**config.mk**
```make
export PLATFORM = sky130hd
export DESIGN_NAME = pes_ripco_sched
export DESIGN_NICKNAME = d
export VERILOG_FILES = /design/src/rtl/pes_ripco_sched.sv
export SDC_FILE = /design/constraint.sdc
export NUM_CORES = 1
export LEC_CHECK = 0
export BUFFER_PORTS_ARGS = -buffer_cell sky130_fd_sc_hd__buf_2
export CORE_ASPECT_RATIO = 2
export CORE_MARGIN = 2
export CORE_UTILIZATION = 31
export DETAILED_ROUTE_END_ITERATION = 8
export HOLD_SLACK_MARGIN = 0.1
export PLACE_DENSITY = 0.48
export SLEW_MARGIN = 10
export SYNTH_ARGS = -nofsm -noshare
export SYNTH_HDL_FRONTEND = slang
export SYNTH_SLANG_ARGS = --single-unit
```
**constraint.sdc**
```tcl
create_clock -name wb_clk_i -period 1.4 [get_ports wb_clk_i]
set_input_delay 0.07 -clock wb_clk_i [delete_from_list [all_inputs] [get_ports wb_clk_i]]
set_output_delay 0.07 -clock wb_clk_i [all_outputs]
set_load 0.01 [all_outputs]
```
**src/rtl/pes_ripco_sched.sv**
```systemverilog
// Two-requester round-robin scheduler for prescaled counting windows.
// Ports: wb_clk_i/wb_rst_i, req_i, tc0_i/tc1_i, psc_i, abort_i -> gnt_o, busy_o, tick_o, done_o, cnt_o.
module pes_ripco_sched #(
  parameter int WIDTH = 8,
  parameter int PSC_W = 4
) (
  input  logic             wb_clk_i,
  input  logic             wb_rst_i,
  input  logic [1:0]       req_i,
  input  logic [WIDTH-1:0] tc0_i,
  input  logic [WIDTH-1:0] tc1_i,
  input  logic [PSC_W-1:0] psc_i,
  input  logic             abort_i,
  output logic [1:0]       gnt_o,
  output logic             busy_o,
  output logic             tick_o,
  output logic [1:0]       done_o,
  output logic [WIDTH-1:0] cnt_o
);

  typedef enum logic [1:0] {
    IDLE,
    LOAD,
    RUN,
    DONE
  } state_t;

  state_t           state;
  state_t           nxt;
  logic             rst_n;
  logic [WIDTH-1:0] tc_q;
  logic [WIDTH-1:0] cnt_q;
  logic [PSC_W-1:0] p_q;
  logic [PSC_W-1:0] pre_q;
  logic [1:0]       gnt_q;
  logic             last_q;
  logic             win;
  logic             gidx;
  logic             kill;
  logic             tick;
  logic             fin;

  // Assert asynchronously, release on the first edge after wb_rst_i rises,
  // so the FSM can accept a request on the second edge.
  always_ff @(posedge wb_clk_i or negedge wb_rst_i) begin
    if (!wb_rst_i) rst_n <= 1'b0;
    else           rst_n <= 1'b1;
  end

  always_comb begin
    win = 1'b0;
    unique case (1'b1)
      (req_i == 2'b10): win = 1'b1;
      (req_i == 2'b11): win = ~last_q;
      default:          win = 1'b0;
    endcase
  end

  assign gidx = gnt_q[1];
  assign kill = abort_i | ~req_i[gidx];
  assign tick = (state == RUN) && (pre_q == p_q);
  assign fin  = tick && ((cnt_q + WIDTH'(1)) == tc_q);

  always_ff @(posedge wb_clk_i or negedge rst_n) begin
    if (!rst_n) state <= IDLE;
    else        state <= nxt;
  end

  always_comb begin
    nxt = state;
    unique case (state)
      IDLE: if (|req_i) nxt = LOAD;
      LOAD: begin
        if (kill)              nxt = IDLE;
        else if (tc_q == '0)   nxt = DONE;
        else                   nxt = RUN;
      end
      RUN: begin
        if (kill)     nxt = IDLE;
        else if (fin) nxt = DONE;
      end
      DONE:    nxt = IDLE;
      default: nxt = IDLE;
    endcase
  end

  always_comb begin
    busy_o = (state == LOAD) || (state == RUN);
    tick_o = tick;
    done_o = (state == DONE) ? gnt_q : 2'b00;
  end

  // Abort/withdraw takes priority over a completing tick, which
  // leaves cnt_q frozen at its pre-edge value.
  always_ff @(posedge wb_clk_i or negedge rst_n) begin
    if (!rst_n) begin
      tc_q   <= '0;
      p_q    <= '0;
      pre_q  <= '0;
      cnt_q  <= '0;
      gnt_q  <= 2'b00;
      last_q <= 1'b1;
    end else begin
      unique case (state)
        IDLE: begin
          if (|req_i) begin
            tc_q  <= win ? tc1_i : tc0_i;
            p_q   <= psc_i;
            gnt_q <= win ? 2'b10 : 2'b01;
            cnt_q <= '0;
            pre_q <= '0;
          end
        end
        LOAD: begin
          if (kill) begin
            gnt_q  <= 2'b00;
            last_q <= gidx;
          end
        end
        RUN: begin
          if (kill) begin
            gnt_q  <= 2'b00;
            last_q <= gidx;
          end else if (tick) begin
            pre_q <= '0;
            cnt_q <= cnt_q + WIDTH'(1);
          end else begin
            pre_q <= pre_q + PSC_W'(1);
          end
        end
        DONE: begin
          gnt_q  <= 2'b00;
          last_q <= gidx;
        end
        default: ;
      endcase
    end
  end

  assign gnt_o = gnt_q;
  assign cnt_o = cnt_q;

endmodule

```
Yosys cells after proc, flatten, opt, wreduce, memory -nomap -nowiden --
Index checks and enable logic that the tools add are counted.
Storage, ports and cells: word-level logic and storage cells 66, memories kept 0, bits in writable memories 0, register bits after elaboration 30, ROM bits 0, latch bits 0
Operators by class: add/subtract/negate cells 2, divide/modulo/power cells 0, bitwise gates (word level) 3, eq/ne operators 12, shift-type cells 0, $lt $le $gt $ge 1, reductions and logical operators 15, $mul 0, muxes and demuxes 25
Operators with widths (count):
- 8-bit 2-to-1 mux | 4
- 2-bit 2-to-1 mux | 8
- 8-bit case mux with 2 select lines | 1
- 4-bit 2-to-1 mux | 3
- 8-bit by 1-bit adder with 8-bit output, second input constant | 1
- 2-bit == test, second input constant | 4
- 8-bit == test | 1
- 8-bit zero test | 1
- 2-bit case mux with 4 select lines | 1
- 4-bit case mux with 2 select lines | 1
- 2-bit AND reduction | 4
- 2-bit != test, second input constant | 3
- 2-bit case mux with 3 select lines | 1
- 4-bit by 1-bit adder with 4-bit output, second input constant | 1
- 4-bit == test | 1
- 1-bit 2-to-1 mux | 4
- 1-bit case mux with 2 select lines | 2
- 4-bit AND reduction | 1
- 2-bit nonzero test | 2
- 2-bit OR reduction | 2
- 3-bit != test, second input constant | 1
- 3-bit AND reduction | 1
- 2-bit by 1-bit == test with 1-bit output, second input constant | 1
- 1-bit logical AND | 2
- 6 further kinds | 7

Logic depth before layout (Yosys ltp) --
depth in word-level cells 6, mapped depth 9, depth with buffers taken out 7

Least setup slack after synthesis --
OpenSTA, ideal clock, no wires.
path kind reg-to-reg, from register state[0], to register cnt_q[3] (netlist: cnt_o[3]), data arrival time 1.857 ns, setup time 0.129 ns, slack -0.586 ns, period minus slack after synthesis 1.986 ns, cell stages (with the launch flop) 10, path through dfrtp_1 > inv_1 > ha_1 > clkbuf_2 > nor3b_1 > o21ai_2 > nand2b_1 > clkbuf_1 > o21ai_0 > o31ai_1
Between the ends: longest elaborated chain between the ends 4, elaborated cells between the ends (all ways) 9, those cells by class eq/ne: 4; mux: 1; reduce/logical: 4
RTL lines:
- start: declaration | RTL line 28 | state_t state;
- start signal: assignment | RTL line 66 | else state <= nxt;
- 2-bit == test | RTL line 61, 104
- 1-bit logical AND | RTL line 61 | assign tick = (state == RUN) && (pre_q == p_q);
- 2-bit != test (no line)
- 4-bit AND reduction (no line)
- end signal: assignment | RTL line 126 | cnt_q <= cnt_q + WIDTH'(1);
- end: declaration | RTL line 32 | logic [WIDTH-1:0] cnt_q;
Several ways; a longest one is shown, not always the timed one. A chain may end at the register's enable or synchronous reset.

Worst setup path after layout --
from register pre_q[1], to register state[1]
Between the ends: longest elaborated chain between the ends 5
RTL lines:
- start: declaration | RTL line 34 | logic [PSC_W-1:0] pre_q;
- start signal: assignment | RTL line 128 | pre_q <= pre_q + PSC_W'(1);
- 4-bit == test | RTL line 61
- 1-bit logical AND | RTL line 61
- 1-bit logical AND | RTL line 62 | assign fin = tick && ((cnt_q + WIDTH'(1)) == tc_q);
- 3-bit != test (no line)
- 2-bit AND reduction (no line)
Every way passes these cells.

==> metrics.csv <==
stage,metric,value,unit
worst_hold_path,Worst Hold Depth,3,
timing,final setup vio count,23,
placement,port bufs,38,
timing,crit path time final,1.938,ns
worst_hold_path,HP Class,input port to flop,
timing,Max Slew Vio Count,0,
grt,largest net degree at the start of global routing,30,
finish,share of cells above drive strength 1,0.4858,
critical_path,RR Startpoint,pre_q[1],
pwr,Static Leakage,1.448,nW
synthesis,Synth area leader,dfrtp_1,
synthesis,sequential fraction of the synthesis area,0.4102,
worst_hold_path,hold path endpoint,tc_q[4],
synthesis,area of the mapped netlist,0.001833,mm²
synthesis,Synth top area share,0.3959,
route,DR vias,1866,
route,# DRC,0,
synthesis,post-synthesis instance total,199,
finish,"most common cell after layout, fill and taps aside",buf_4,
clocking,CTS tree,built,
critical_path,first element of the critical path,pre_q[1],
timing,Final Hold Viols,0,
die,Core ar.,0.005709,mm²
synthesis,synth unique cells,46,
grt,Tot GR Track Use,0.1787,
timing,Tcrit/Tclk final,1.384,
outcome,failing checks,setup timing,
die,die span in x,58.38,µm
clocking,CTS Root Cell,clkbuf_16,
grt,GR peak layer,met2,
timing,total negative slack,-5.682,ns
synthesis,post-synthesis register bit count,30,
critical_path,CP Launch Type,flop,
clocking,CTS Buffer Depth,2,
outcome,status,"complete, but fails checks",
route,Post-Route WL,5.275,mm
job,max-cap violations,0,
worst_hold_path,hold path start,tc0_i[4],
placement,DP Wirelength,3.941,mm
synthesis,share of synthesized registers carrying an async set or reset,1.000,
route,WL/cell,13.92,µm
grt,initial antenna violation count,0,
grt,met3 Use GR,0.03543,
finish,Nets,348,
clocking,CTS Buf Count,5,
synthesis,"Primary FF master, synth",dfrtp_1,
synthesis,syn nets,231,
route,initial drt markers,30,
grt,vias in the first global route,1910,
placement,RePlAce Congestion,0.7950,
synthesis,warnings from Yosys,0,
finish,Fillers,538,
grt,grt total ovfl,0,
timing,Fmax,0.5161,GHz
timing,Worst Skew,0.006227,ns
route,drt via density,4.923,
clocking,clk_lat worst skew,0.28,ns
pwr,worst ir drop on vdd,1360,µV
critical_path,worst endpoint required time,1.55,ns
critical_path,Setup CP Type,flop to flop,
pwr,Pwr per Cell Area,1516,mW/mm²
finish,most frequent cells in the layout,"buf_4, buf_2, dfrtp_1",
critical_path,Worst EP arrival,2.09,ns
timing,RSZ-0062 raised after global routing,true,
critical_path,critical path capture point type,flop,
die,Row Count,39,
clocking,H-tree levels,2,
critical_path,"Max FO, Critical Path",3,
clocking,"CTS clk-pin slew, worst paths",0.06,ns
die,I/O Pins,39,
die,Die Y,112.7,µm
synthesis,main area contributors after synthesis,"dfrtp_1, o21ai_0, mux2i_1, ha_1, nand2_1",
die,starting density of the core,0.3211,
synthesis,"EDFF count, synth",0,
critical_path,reg2reg path depth,6,
critical_path,FF-to-FF End,state[1],
critical_path,"reg-to-reg slack, setup",-0.54,ns
grt,first-pass GRT wire length,8.763,mm
placement,Setup WS pre-CTS,-0.5866,ns
grt,met2 Usage GRT,0.3386,
finish,synthesis-to-finish area growth,69.08,%
timing,slack of the critical path,-0.5376,ns
synthesis,post-synthesis average cell area,9.211,µm²
grt,GRT met1 Usage,0.1768,
route,First-pass DRT Iterations,4,
clocking,Sink Count,30,
route,post-route ant nets,0,
die,DIE AREA,0.006581,mm²
## layer usage
layer / wire [µm] / vias to the layer above
li1: - / 935
met1: 1878 / 886
met2: 3113 / 36
met3: 145 / 9
met4: 137 / 0
met5: 0 / -
## power by group
group | switching [mW] | internal (mW)
registers | 0.210 | 1.12
clock network | 0.393 | 0.703
logic | 1.01 | 1.26
total | 1.62 | 3.08
## layout make-up
cell class / instances / area (µm²) / area share
multi-input combinational: 154 / 1179 / 0.3803
tap: 61 / 76.32 / 0.02463
sequential: 30 / 755.7 / 0.2438
inverter: 7 / 26.28 / 0.008478
clock buffer: 6 / 138.9 / 0.04481
antenna: 1 / 2.502 / 0.0008074
clock inverter: 2 / 12.51 / 0.004037
timing repair buffer: 118 / 908.4 / 0.2931
## repair_timing
| action | CTS | global route |
|---|---|---|
| gates resized for setup | 25 | 21 |
| hold endpoints to repair | 11 | 0 |
| endpoints found under the setup margin | 29 | 31 |
| buffers inserted | 8 | 1 |
| pin swaps | 9 | 4 |
| hold buffers | 17 | 0 |
| gates cloned | 0 | 0 |
## cells by family (layout without fill, tap and decap cells)
| kind of cell | Yosys count | in the layout | synth area share |
|---|---|---|---|
| adders and majority gates | 7 | 7 | 0.04778 |
| AOI/OAI and AO/OA | 47 | 47 | 0.1522 |
| xor gates and xnor gates | 14 | 14 | 0.06690 |
| buffers and inverters | 15 | 133 | 0.03481 |
| other | 1 | 2 | 0.002046 |
| muxes | 16 | 16 | 0.09079 |
| DFF | 30 | 30 | 0.4102 |
| and+or+nand+nor | 69 | 69 | 0.1952 |
## flip-flops by register name, indices dropped and copies added (netlist names)
name	count
last_q	1
rst_n	1
cnt_o	8
state	2
pre_q	4
gnt_o	2
p_q	4
tc_q	8
## worst max-delay path, cell delays in order, from the launching register on
cell	delay [ns]
dfrtp_1	0.41
xor2_1	0.16
nor4_2	0.35
nand4_1	0.15
a211oi_2	0.29
a21oi_1	0.11
or3_1	0.35
## worst max path at each step
stage	to	depth (start not counted)
final	state[1]	6
after global routing	state[1]	6
after CTS	state[1]	6
after detailed placement	state[1]	6
after global placement	state[1]	6
after floorplan	state[1]	7
## through the flow
step | power (mW) | utilization | hold slack [ns] | std cells | cell area, µm²
finish | 4.700 | 0.5428 | 0.09297 | 379 | 3099
global route | 5.038 | 0.5424 | 0.1097 | 378 | 3097
CTS | 4.576 | 0.5275 | 0.1041 | 377 | 3012
detailed placement | 3.267 | 0.4486 | -0.1533 | 345 | 2561
global placement | 3.246 | 0.4486 | -0.1552 | 345 | 2561
floorplan | 2.425 | - | -0.2256 | 199 | 1929
## synth_stat cells, types with 5 or more instances
library cell	count
a21oi_1	5
xnor2_1	6
xor2_1	8
mux2_2	5
nor2_1	12
dfrtp_1	29
nand2_1	23
inv_1	7
nand3_1	6
ha_1	7
mux2i_1	11
o21ai_0	28
Power figures use the tool's default switching activity.
